File: config.mk
export PLATFORM = sky130hd
export DESIGN_NAME = sync_counter_ctrl
export DESIGN_NICKNAME = d
export VERILOG_FILES = /design/src/rtl/sync_counter_ctrl.sv
export SDC_FILE = /design/constraint.sdc
export NUM_CORES = 1
export LEC_CHECK = 0
export CORE_MARGIN = 3
export CORE_UTILIZATION = 44
export DETAILED_ROUTE_END_ITERATION = 6
export PLACE_DENSITY_LB_ADDON = 0.05
export SETUP_SLACK_MARGIN = 0.4
export SKIP_LAST_GASP = 1
export SYNTH_ARGS = -nofsm -noshare
export SYNTH_HDL_FRONTEND = slang
export SYNTH_SLANG_ARGS = --single-unit
export TNS_END_PERCENT = 20
File: constraint.sdc
create_clock -name clk -period 3.84 [get_ports clk]
set_clock_uncertainty 0.2 [all_clocks]
set_input_delay 0.768 -clock clk [delete_from_list [all_inputs] [get_ports clk]]
set_output_delay 0.768 -clock clk [all_outputs]
set_load 0.01 [all_outputs]
File: src/rtl/sync_counter_ctrl.sv
// -----------------------------------------------------------------------------
// sync_counter_ctrl
//   Sequencer for a WIDTH-bit synchronous counter built from a bank of T
//   flip-flops. The bank's state comes back on q_in; this block decides, every
//   cycle, which flip-flops toggle (t_out) so the bank counts up or down, stops
//   at or reloads from a terminal count, or jumps straight to a load value.
//
//   Optional feature macro: SYNC_CNT_PRESCALE_EN
//     defined     -> a step only happens every PRESCALE-th RUN cycle
//     not defined -> every RUN cycle is a step cycle (PRESCALE unused)
//
// Ports
//   clk          rising-edge clock shared with the T-FF bank
//   rst          synchronous active-high reset (does not clear the bank)
//   start        pulse: begin/resume counting (ignored while already running)
//   stop         pulse: RUN->HOLD, HOLD/DONE->IDLE
//   load         pulse: make the bank equal load_val on the next cycle
//   load_val     value for load
//   dir          1=up, 0=down, captured when start is accepted
//   auto_reload  1=periodic, 0=one-shot, captured when start is accepted
//   limit        up: terminal value, down: reload value
//   q_in         current T-FF bank outputs
//   t_out        toggle enables to the bank (combinational)
//   busy         registered, 1 in RUN or HOLD
//   done         registered, 1 in DONE
//   tc_pulse     registered one-cycle pulse after a terminal-count step
// -----------------------------------------------------------------------------
module sync_counter_ctrl #(
    parameter int WIDTH    = 4,
    parameter int PRESCALE = 4
) (
    input  logic             clk,
    input  logic             rst,
    input  logic             start,
    input  logic             stop,
    input  logic             load,
    input  logic [WIDTH-1:0] load_val,
    input  logic             dir,
    input  logic             auto_reload,
    input  logic [WIDTH-1:0] limit,
    input  logic [WIDTH-1:0] q_in,
    output logic [WIDTH-1:0] t_out,
    output logic             busy,
    output logic             done,
    output logic             tc_pulse
);

    typedef enum logic [1:0] {
        ST_IDLE = 2'd0,
        ST_RUN  = 2'd1,
        ST_HOLD = 2'd2,
        ST_DONE = 2'd3
    } state_t;

    // Bit i toggles when all lower bits are 1 (increment carry chain).
    function automatic logic [WIDTH-1:0] up_toggles(input logic [WIDTH-1:0] q);
        logic [WIDTH-1:0] t;
        logic             carry;
        carry = 1'b1;
        for (int i = 0; i < WIDTH; i++) begin
            t[i]  = carry;
            carry = carry & q[i];
        end
        return t;
    endfunction

    // Bit i toggles when all lower bits are 0 (decrement borrow chain).
    function automatic logic [WIDTH-1:0] down_toggles(input logic [WIDTH-1:0] q);
        logic [WIDTH-1:0] t;
        logic             borrow;
        borrow = 1'b1;
        for (int i = 0; i < WIDTH; i++) begin
            t[i]   = borrow;
            borrow = borrow & ~q[i];
        end
        return t;
    endfunction

    state_t           state_r;
    state_t           state_next_s;
    logic             dir_r;
    logic             dir_next_s;
    logic             reload_r;
    logic             reload_next_s;
    logic             busy_r;
    logic             done_r;
    logic             tc_r;
    logic             tc_next_s;
    logic             step_s;
    logic             term_s;
    logic             start_ok_s;
    logic [WIDTH-1:0] t_out_s;

    assign start_ok_s = start && (state_r != ST_RUN);
    assign term_s     = dir_r ? (q_in == limit) : (q_in == {WIDTH{1'b0}});

`ifdef SYNC_CNT_PRESCALE_EN
    localparam int              PW      = $clog2(PRESCALE + 1);
    localparam logic [PW-1:0]   PS_LAST = PW'(PRESCALE - 1);

    logic [PW-1:0] presc_r;

    assign step_s = (state_r == ST_RUN) && (presc_r == PS_LAST);

    // Prescale phase: restarts on reset/load/start, frozen outside RUN and on stop.
    always_ff @(posedge clk) begin
        if (rst) begin
            presc_r <= {PW{1'b0}};
        end else if (load) begin
            presc_r <= {PW{1'b0}};
        end else if (stop) begin
            presc_r <= presc_r;
        end else if (start_ok_s) begin
            presc_r <= {PW{1'b0}};
        end else if (state_r == ST_RUN) begin
            presc_r <= (presc_r == PS_LAST) ? {PW{1'b0}} : presc_r + {{(PW-1){1'b0}}, 1'b1};
        end else begin
            presc_r <= presc_r;
        end
    end
`else
    assign step_s = (state_r == ST_RUN);
`endif

    // Next-state, mode capture, toggle enables and terminal pulse, in command priority order.
    always_comb begin
        state_next_s  = state_r;
        dir_next_s    = dir_r;
        reload_next_s = reload_r;
        tc_next_s     = 1'b0;
        t_out_s       = {WIDTH{1'b0}};
        if (rst) begin
            state_next_s  = ST_IDLE;
            dir_next_s    = 1'b1;
            reload_next_s = 1'b0;
        end else if (load) begin
            // Toggle exactly the bits that differ from the target value.
            t_out_s = q_in ^ load_val;
            if (state_r == ST_DONE) begin
                state_next_s = ST_IDLE;
            end else begin
                state_next_s = state_r;
            end
        end else if (stop) begin
            case (state_r)
                ST_RUN:  state_next_s = ST_HOLD;
                ST_HOLD: state_next_s = ST_IDLE;
                ST_DONE: state_next_s = ST_IDLE;
                default: state_next_s = state_r;
            endcase
        end else if (start_ok_s) begin
            state_next_s  = ST_RUN;
            dir_next_s    = dir;
            reload_next_s = auto_reload;
        end else if (step_s) begin
            if (term_s) begin
                tc_next_s = 1'b1;
                if (reload_r) begin
                    // Up wraps to zero, down reloads from limit.
                    t_out_s = q_in ^ (dir_r ? {WIDTH{1'b0}} : limit);
                end else begin
                    state_next_s = ST_DONE;
                end
            end else if (dir_r) begin
                t_out_s = up_toggles(q_in);
            end else begin
                t_out_s = down_toggles(q_in);
            end
        end else begin
            state_next_s = state_r;
        end
    end

    // State, captured mode and registered status outputs.
    always_ff @(posedge clk) begin
        if (rst) begin
            state_r  <= ST_IDLE;
            dir_r    <= 1'b1;
            reload_r <= 1'b0;
            busy_r   <= 1'b0;
            done_r   <= 1'b0;
            tc_r     <= 1'b0;
        end else begin
            state_r  <= state_next_s;
            dir_r    <= dir_next_s;
            reload_r <= reload_next_s;
            busy_r   <= (state_next_s == ST_RUN) || (state_next_s == ST_HOLD);
            done_r   <= (state_next_s == ST_DONE);
            tc_r     <= tc_next_s;
        end
    end

    assign t_out    = t_out_s;
    assign busy     = busy_r;
    assign done     = done_r;
    assign tc_pulse = tc_r;

endmodule

==> results of run 1 <==
-- cell usage after synthesis --
master                     number
sky130_fd_sc_hd__nor2b_1        4
sky130_fd_sc_hd__nand3_1        2
sky130_fd_sc_hd__a21oi_1        3
sky130_fd_sc_hd__buf_6          1
sky130_fd_sc_hd__buf_2          1
sky130_fd_sc_hd__o21ai_0        3
sky130_fd_sc_hd__nor3_1         4
sky130_fd_sc_hd__a21boi_0       2
sky130_fd_sc_hd__nand2_1        8
sky130_fd_sc_hd__clkbuf_1       2
sky130_fd_sc_hd__nor3b_1        1
sky130_fd_sc_hd__inv_1          1
sky130_fd_sc_hd__dfxtp_1        7
sky130_fd_sc_hd__o22ai_4        1
sky130_fd_sc_hd__a221oi_1       2
sky130_fd_sc_hd__o31ai_1        2
sky130_fd_sc_hd__nand4_1        1
sky130_fd_sc_hd__ha_1           1
sky130_fd_sc_hd__a21o_1         1
sky130_fd_sc_hd__xnor2_1        7
sky130_fd_sc_hd__mux2i_1        1
sky130_fd_sc_hd__or4_4          1
sky130_fd_sc_hd__and3_1         1
sky130_fd_sc_hd__clkbuf_2       1
sky130_fd_sc_hd__nand2b_1       4
sky130_fd_sc_hd__mux2_1         1
sky130_fd_sc_hd__a31oi_1        2
sky130_fd_sc_hd__xor2_1         5
sky130_fd_sc_hd__nand3b_1       3
sky130_fd_sc_hd__a211o_1        1
sky130_fd_sc_hd__nor2_1         7
-- flip-flops by register name (all words and copies together), names as in the netlist --
register,flops
reload_r,1
busy,1
tc_pulse,1
done,1
dir_r,1
state_r,2
-- per-layer routing --
layer  track usage  wire length (um)  share of wire
met5             0                 0              0
met4        0.0361                11         0.0066
met3        0.0664                94          0.056
met2         0.334               842           0.50
met1         0.221               720           0.43
-- through the flow --
step | power [W] | instance area [sq um] | util
after floorplan | 0.000114 | 628 | -
after global placement | 0.000151 | 935 | 0.769
after detailed placement | 0.000153 | 935 | 0.769
after CTS | 0.000222 | 966 | 0.794
after global routing | 0.000235 | 998 | 0.821
final | 0.000222 | 998 | 0.821
-- power groups by stage --
stage / combinational (W) / clock (W) / sequential, W
floorplan: 0.0000362 / 0 / 0.0000774
global placement: 0.0000719 / 0 / 0.0000787
detailed placement: 0.0000736 / 0 / 0.0000789
CTS: 0.0000751 / 0.0000695 / 0.0000774
global route: 0.0000838 / 0.0000732 / 0.0000778
finish: 0.0000768 / 0.0000671 / 0.0000776
-- worst register-to-register path: cells and delay by family (launching register included) --
kind	cells	cell delay, ns
simple gates	3	0.79
buf+inv	1	0.17
compound gates	2	0.34
flops	1	0.41
fa+ha+maj	1	0.27
-- timing repair --
action                     CTS  global route
setup endpoints to repair    4             4
resized for setup           19             8
setup buffers                1             0
pin swaps                    5             4
-- final cells by class --
cell class / instances / area, sq um / area share
Clock buffer: 4 / 26.3 / 0.0263
Inverter: 1 / 3.75 / 0.00376
Multi-Input combinational cell: 68 / 493 / 0.494
Sequential cell: 7 / 140 / 0.140
Tap cell: 14 / 17.5 / 0.0175
Timing Repair Buffer: 35 / 318 / 0.318
-- path summary, 6_finish.rpt --
kind / to / slack, ns / cells past startpoint
worst max register to register: busy$_SDFF_PP0_ / 1.54 / 7
worst max-delay path: t_out[1] / 0.45 / 6
worst min-delay path: state_r[1]$_SDFF_PP0_ / 0.39 / 2
worst min register to register: state_r[1]$_SDFF_PP0_ / 0.39 / 2
-- cells by family after synthesis --
group           Yosys count
simple gates             36
flops                     7
buf+inv                   6
xor+xnor                 12
fa+ha+maj                 1
mux                       2
compound gates           17
==> reports/qor.yml, run 1 <==
global_routing:
  globalRouteTotalUtil: 0.190
  via_count_of_the_first_global_routing_pass: 664
  grt_pass1_wl_um: 2740
  grt.overflow.total: 0
  number_of_antenna_violations_at_the_first_check_in_global_routing: 0
  largest_net_degree_at_the_start_of_global_routing: 15
sta:
  hold_ws_ns: 0.391
  final.setup.tns_ns: 0
  max_clock_freq_mhz: 295
  finalHoldViolCount: 0
  finalSetupViolCount: 0
  worst_slew_pin_slew_ns: 0.514
  rsz0062_at_grt: "false"
  final-max-slew-violation-count: 0
  maxSlewHeadroom: 0.656
  post-route-period-util: 0.884
  timing.final.crit_period_ns: 3.39
  setup_slack_ns: 0.445
synth:
  synth_cells: 81
  syn-mean-instance-area_sq_um: 7.75
  synth.top_cells.by_area: "sky130_fd_sc_hd__dfxtp_1 22%, sky130_fd_sc_hd__xnor2_1 9.8%, sky130_fd_sc_hd__xor2_1 7.0%, sky130_fd_sc_hd__nand2_1 4.8%, sky130_fd_sc_hd__nor2_1 4.2%"
  ys_seq_elements: 7
  seq_total_area_yosys: 0.223
  synthMuxAreaShare: 0.0339
  syn-cell-area_sq_um: 628
  ys_warn_count: 0
  synth.distinct_cells: 31
  yosysTopAreaCellShare: 0.223
  synth_top_family_by_area: "simple AND/OR/NAND/NOR gates"
  synth_area_in_compound_gates: 0.201
  yosys.area_share.xor_xnor: 0.167
  post-synth-top-area-cell: "sky130_fd_sc_hd__dfxtp_1"
  synthSimpleGateAreaFrac: 0.303
  synthAdderAreaFrac: 0.0199
  syn-num-nets: 101
cts:
  clock_latency_ns: 0.26
  clk_path_buf_depth: 2
  cts-htree-levels: 1
  cts_inserted_buffers: 3
  clkSinkCount: 7
  postCtsHoldBufs: 0
  cts.clk_slew.worst_paths_ns: 0.05
  clock_tree.root_cell: "sky130_fd_sc_hd__clkbuf_4"
  tritoncts: "built"
route:
  drt_first_iter_violations: 10
  route.detailed.vias_per_inst: 5.42
  num_vias: 699
  routed_wl_um: 1670
  drt_first_pass_iters: 4
  routedWlPerCell_um: 12.9
  ant_nets: 0
  route.detailed.drc: 0
placement:
  place_worst_setup_slack_ns: -0.178
  gpl.final_weighted_congestion: 0.772
  port_buffers: 25
  dp_cells: 124
  post-dp-hpwl_um: 1320
final_layout:
  mostFrequentLayoutCells: "13 x sky130_fd_sc_hd__clkdlybuf4s50_1, 10 x sky130_fd_sc_hd__buf_4, 8 x sky130_fd_sc_hd__nand2_1"
  share_of_cells_above_drive_strength_1: 0.200
  final-instance-count-excl-fill: 129
  antenna-diode-count: 0
  synthToLayoutAreaGrowth_pct: 59.0
  layout.filler_cells: 78
  mostFrequentLayoutCell: "sky130_fd_sc_hd__clkdlybuf4s50_1"
  finish.net_count: 136
floorplan:
  initial_core_util: 0.516
  rows: 12
  die_height_um: 43.8
  floorplan.io_pins: 26
  floorplan.die_area_sq_um: 1920
  die_w_um: 43.8
  floorplan.core_area_sq_um: 1220
setup_path:
  worst_path_class_setup: "in -> out"
  crit_fanout: 2
  worst_path_largest_cell_delay_ns: 0.54
  endpoint_class_of_the_critical_path: "primary output"
  source_of_the_critical_timing_path: "q_in[2]"
  crit_required_ns: 2.87
  kind_of_cell_with_the_highest_combined_delay_on_the_critical_path: "simple AND/OR/NAND/NOR gates"
  cp_cell_sequence: "dlygate4sd2_1 -> or4_4 -> o22ai_4 -> mux2_4 -> o31ai_4 -> buf_2"
  startpoint_type: "input port"
  r2r-start: "dir_r$_SDFFE_PP1P_"
  cp_num_buf_inv: 2
  cpMaxStageDelayCell: "sky130_fd_sc_hd__or4_4"
  timing.critical_path.arrival_ns: 2.43
pwr:
  power_frac_comb: 0.347
  power.leakage_nw: 0.455
  swShare: 0.288
  worst_ir_drop_on_vdd_uv: 282
  power.internal_w: 0.000158
  power_switching_w: 0.0000638
  pwr-share-seq: 0.350
  powerDensity_nw_per_um2: 222
  pwr-share-clk: 0.303
run_status:
  outcome: "finished, final reports clean"
hold_path:
  hold_path.class: "reg -> reg"
  worst_hold_startpoint: "state_r[1]$_SDFF_PP0_"
run:
  drv_cap: 0
(Power assumes the default switching activity.)
==> run 2: changes to the inputs <==
CORE_UTILIZATION = 40   (was 44)
RECOVER_POWER = 25   (was unset)
==> run 2 against run 1 <==
Critical path depth increased by 1; design area decreased by 0.88%; sequential share of layout area rose by 0.12 points; power shrank 1.1%; largest power group unchanged.
==> reports/qor.yml, run 2 (synthesis gave the netlist of run 1 again) <==
run_status:
  outcome: "finished, final reports clean"
placement:
  place_worst_setup_slack_ns: -0.108  # +0.0698 ns
  port_buffers: 25  # unchanged
  postPlaceCellArea_sq_um: 951  # +1.7%
  post-dp-hpwl_um: 1290  # -2.3%
  gpl.final_weighted_congestion: 0.838  # +8.6%
route:
  route.detailed.drc: 0  # unchanged
  routedWlPerCell_um: 12.5  # -3.3%
  num_vias: 689  # -1.4%
  routed_wl_um: 1640  # -1.8%
  ant_nets: 0  # unchanged
  drt_first_pass_iters: 4  # unchanged
  route.detailed.vias_per_inst: 5.26  # -2.9%
  drt_first_iter_violations: 12  # +2
floorplan:
  floorplan.die_area_sq_um: 2080  # +8.6%
  die_w_um: 45.6  # +4.2%
  rows: 13  # +1
  floorplan.io_pins: 26  # unchanged
  initial_core_util: 0.454  # -0.0622
  die_height_um: 45.6  # +4.2%
  floorplan.core_area_sq_um: 1380  # +14%
setup_path:
  crit_required_ns: 2.87  # about the same
  worst_path_class_setup: "in -> out"
  r2r-start: "dir_r$_SDFFE_PP1P_"
  endpoint_class_of_the_critical_path: "primary output"
  startpoint_type: "input port"
  timing.critical_path.arrival_ns: 2.47  # +0.04 ns
  cpMaxStageDelayCell: "sky130_fd_sc_hd__dlygate4sd3_1"
  worstReg2RegEnd: "busy$_SDFF_PP0_"
  reg2regPathDepth: 7  # unchanged
  cp_cell_sequence: "dlygate4sd3_1 -> buf_4 -> nor2_1 -> nand2_1 -> a21o_1 -> a21oi_1 -> dlygate4sd2_1"
  worst_path_largest_cell_delay_ns: 0.61  # +0.07 ns
  crit_fanout: 8  # +6
  internal_reg_to_reg_setup_slack_ns: 1.57  # +0.03 ns
sta:
  timing.final.crit_period_ns: 3.44  # +0.0404 ns
  max_clock_freq_mhz: 291  # -1.2%
  finalHoldViolCount: 0  # unchanged
  post-route-period-util: 0.895  # +0.0105
  hold_ws_ns: 0.383  # -0.00794 ns
  rsz0062_at_grt: "true"
  final-max-slew-violation-count: 0  # unchanged
  worst_slew_pin_slew_ns: 0.499  # -0.0149 ns
  finalSetupViolCount: 0  # unchanged
  setup_slack_ns: 0.405  # -0.0404 ns
  maxSlewHeadroom: 0.666  # +0.00994
global_routing:
  grt.overflow.total: 0  # unchanged
  via_count_of_the_first_global_routing_pass: 685  # +3.2%
  number_of_antenna_violations_at_the_first_check_in_global_routing: 0  # unchanged
  largest_net_degree_at_the_start_of_global_routing: 15  # unchanged
  grt_pass1_wl_um: 2820  # +2.8%
  globalRouteTotalUtil: 0.189  # -0.00161
cts:
  clock_latency_ns: 0.25  # about the same
  clkSinkCount: 7  # unchanged
  cts_inserted_buffers: 3  # unchanged
  cts-htree-levels: 1  # unchanged
  cts_setup_buffers: 0  # -1
  cts.clk_slew.worst_paths_ns: 0.05  # about the same
  postCtsHoldBufs: 0  # unchanged
  tritoncts: "built"
  clock_tree.root_cell: "sky130_fd_sc_hd__clkbuf_4"
  clk_path_buf_depth: 2  # unchanged
final_layout:
  postLayoutCellArea_sq_um: 990  # -0.88%
  layout.filler_cells: 131  # +68%
  largest_register_ff_count: 2  # unchanged
  regMostFlops: "state_r"
  synthToLayoutAreaGrowth_pct: 57.6
  mostFrequentLayoutCells: "13 x sky130_fd_sc_hd__clkdlybuf4s50_1, 11 x sky130_fd_sc_hd__buf_4, 8 x sky130_fd_sc_hd__nand2_1"
  mostFrequentLayoutCell: "sky130_fd_sc_hd__clkdlybuf4s50_1"
  share_of_cells_above_drive_strength_1: 0.198  # -0.00172
  antenna-diode-count: 0  # unchanged
  finish.net_count: 137  # +0.74%
hold_path:
  worst_hold_path.num_cells: 2  # unchanged
  worst_hold_startpoint: "state_r[1]$_SDFF_PP0_"
  min_delay_worst_endpoint: "state_r[1]$_SDFF_PP0_"
  hold_path.class: "reg -> reg"
run:
  drv_cap: 0  # unchanged
pwr:
  worst_ir_drop_on_vdd_uv: 216  # -24%
  power.leakage_nw: 0.428  # -6.0%
  p_total_w: 0.000219  # -1.1%
  powerDensity_nw_per_um2: 221  # -0.27%
run 2: cell types whose count changed in the layout (fill, tap and decap cells not counted), sizes merged:
cell | previous run | this run
buf | 13 | 12
clkbuf | 4 | 5
dlygate4sd2 | 4 | 6
dlygate4sd3 | 0 | 3
dlymetal6s2s | 5 | 1
run 2: worst max-delay path: cells and delay by family:
family	cells	cell delay, ns
and+or+nand+nor	2	0.29
AOI/OAI and AO/OA	2	0.32
buffers and inverters	3	1.09
run 2: stage by stage:
stage          std cells  setup TNS, ns  utilization
5_1_grt              131              0        0.716
2_1_floorplan         81              0            -
3_5_place_dp         127         -0.116        0.688
3_3_place_gp         127         -0.123        0.688
6_report             131              0        0.716
4_1_cts              131              0        0.712
run 2: worst max path at each step:
| stage | endpoint | cells past startpoint | start |
|---|---|---|---|
| 2_1_floorplan | t_out[1] | 5 | q_in[1] |
| 3_3_place_gp | t_out[1] | 6 | q_in[2] |
| 3_5_place_dp | t_out[1] | 8 | q_in[1] |
| 4_1_cts | t_out[1] | 7 | limit[0] |
| 5_1_grt | t_out[0] | 7 | load |
| 6_report | t_out[0] | 7 | load |
run 2: layout make-up:
| type | instances | area (sq um) | share of cell area |
|---|---|---|---|
| tap | 15 | 18.8 | 0.0190 |
| sequential | 7 | 140 | 0.142 |
| timing repair buffer | 36 | 318 | 0.321 |
| multi-input combinational | 68 | 483 | 0.488 |
| inverter | 1 | 3.75 | 0.00379 |
| clock buffer | 4 | 26.3 | 0.0265 |
run 2: per-layer routing:
metal / track usage / share of wire / vias up / routed length (um)
li1: - / - / 356 / -
met1: 0.230 / 0.46 / 313 / 746
met2: 0.320 / 0.47 / 20 / 770
met3: 0.0870 / 0.073 / 0 / 120
met4: 0 / 0 / 0 / 0
met5: 0 / 0 / - / 0
run 2: repair_timing:
action | 4_1_cts | 5_1_grt
endpoints found under the setup margin | 4 | 4
gates resized for setup | 15 | 4
pin swaps | 5 | 3
gates cloned | 0 | 0
run 2: power by group:
part	switching (W)	total (W)	internal, W
logic	0.0000327	0.0000758	0.0000431
registers	0.00000275	0.0000774	0.0000746
clock network	0.0000262	0.0000658	0.0000396
total	0.0000617	0.000219	0.000157
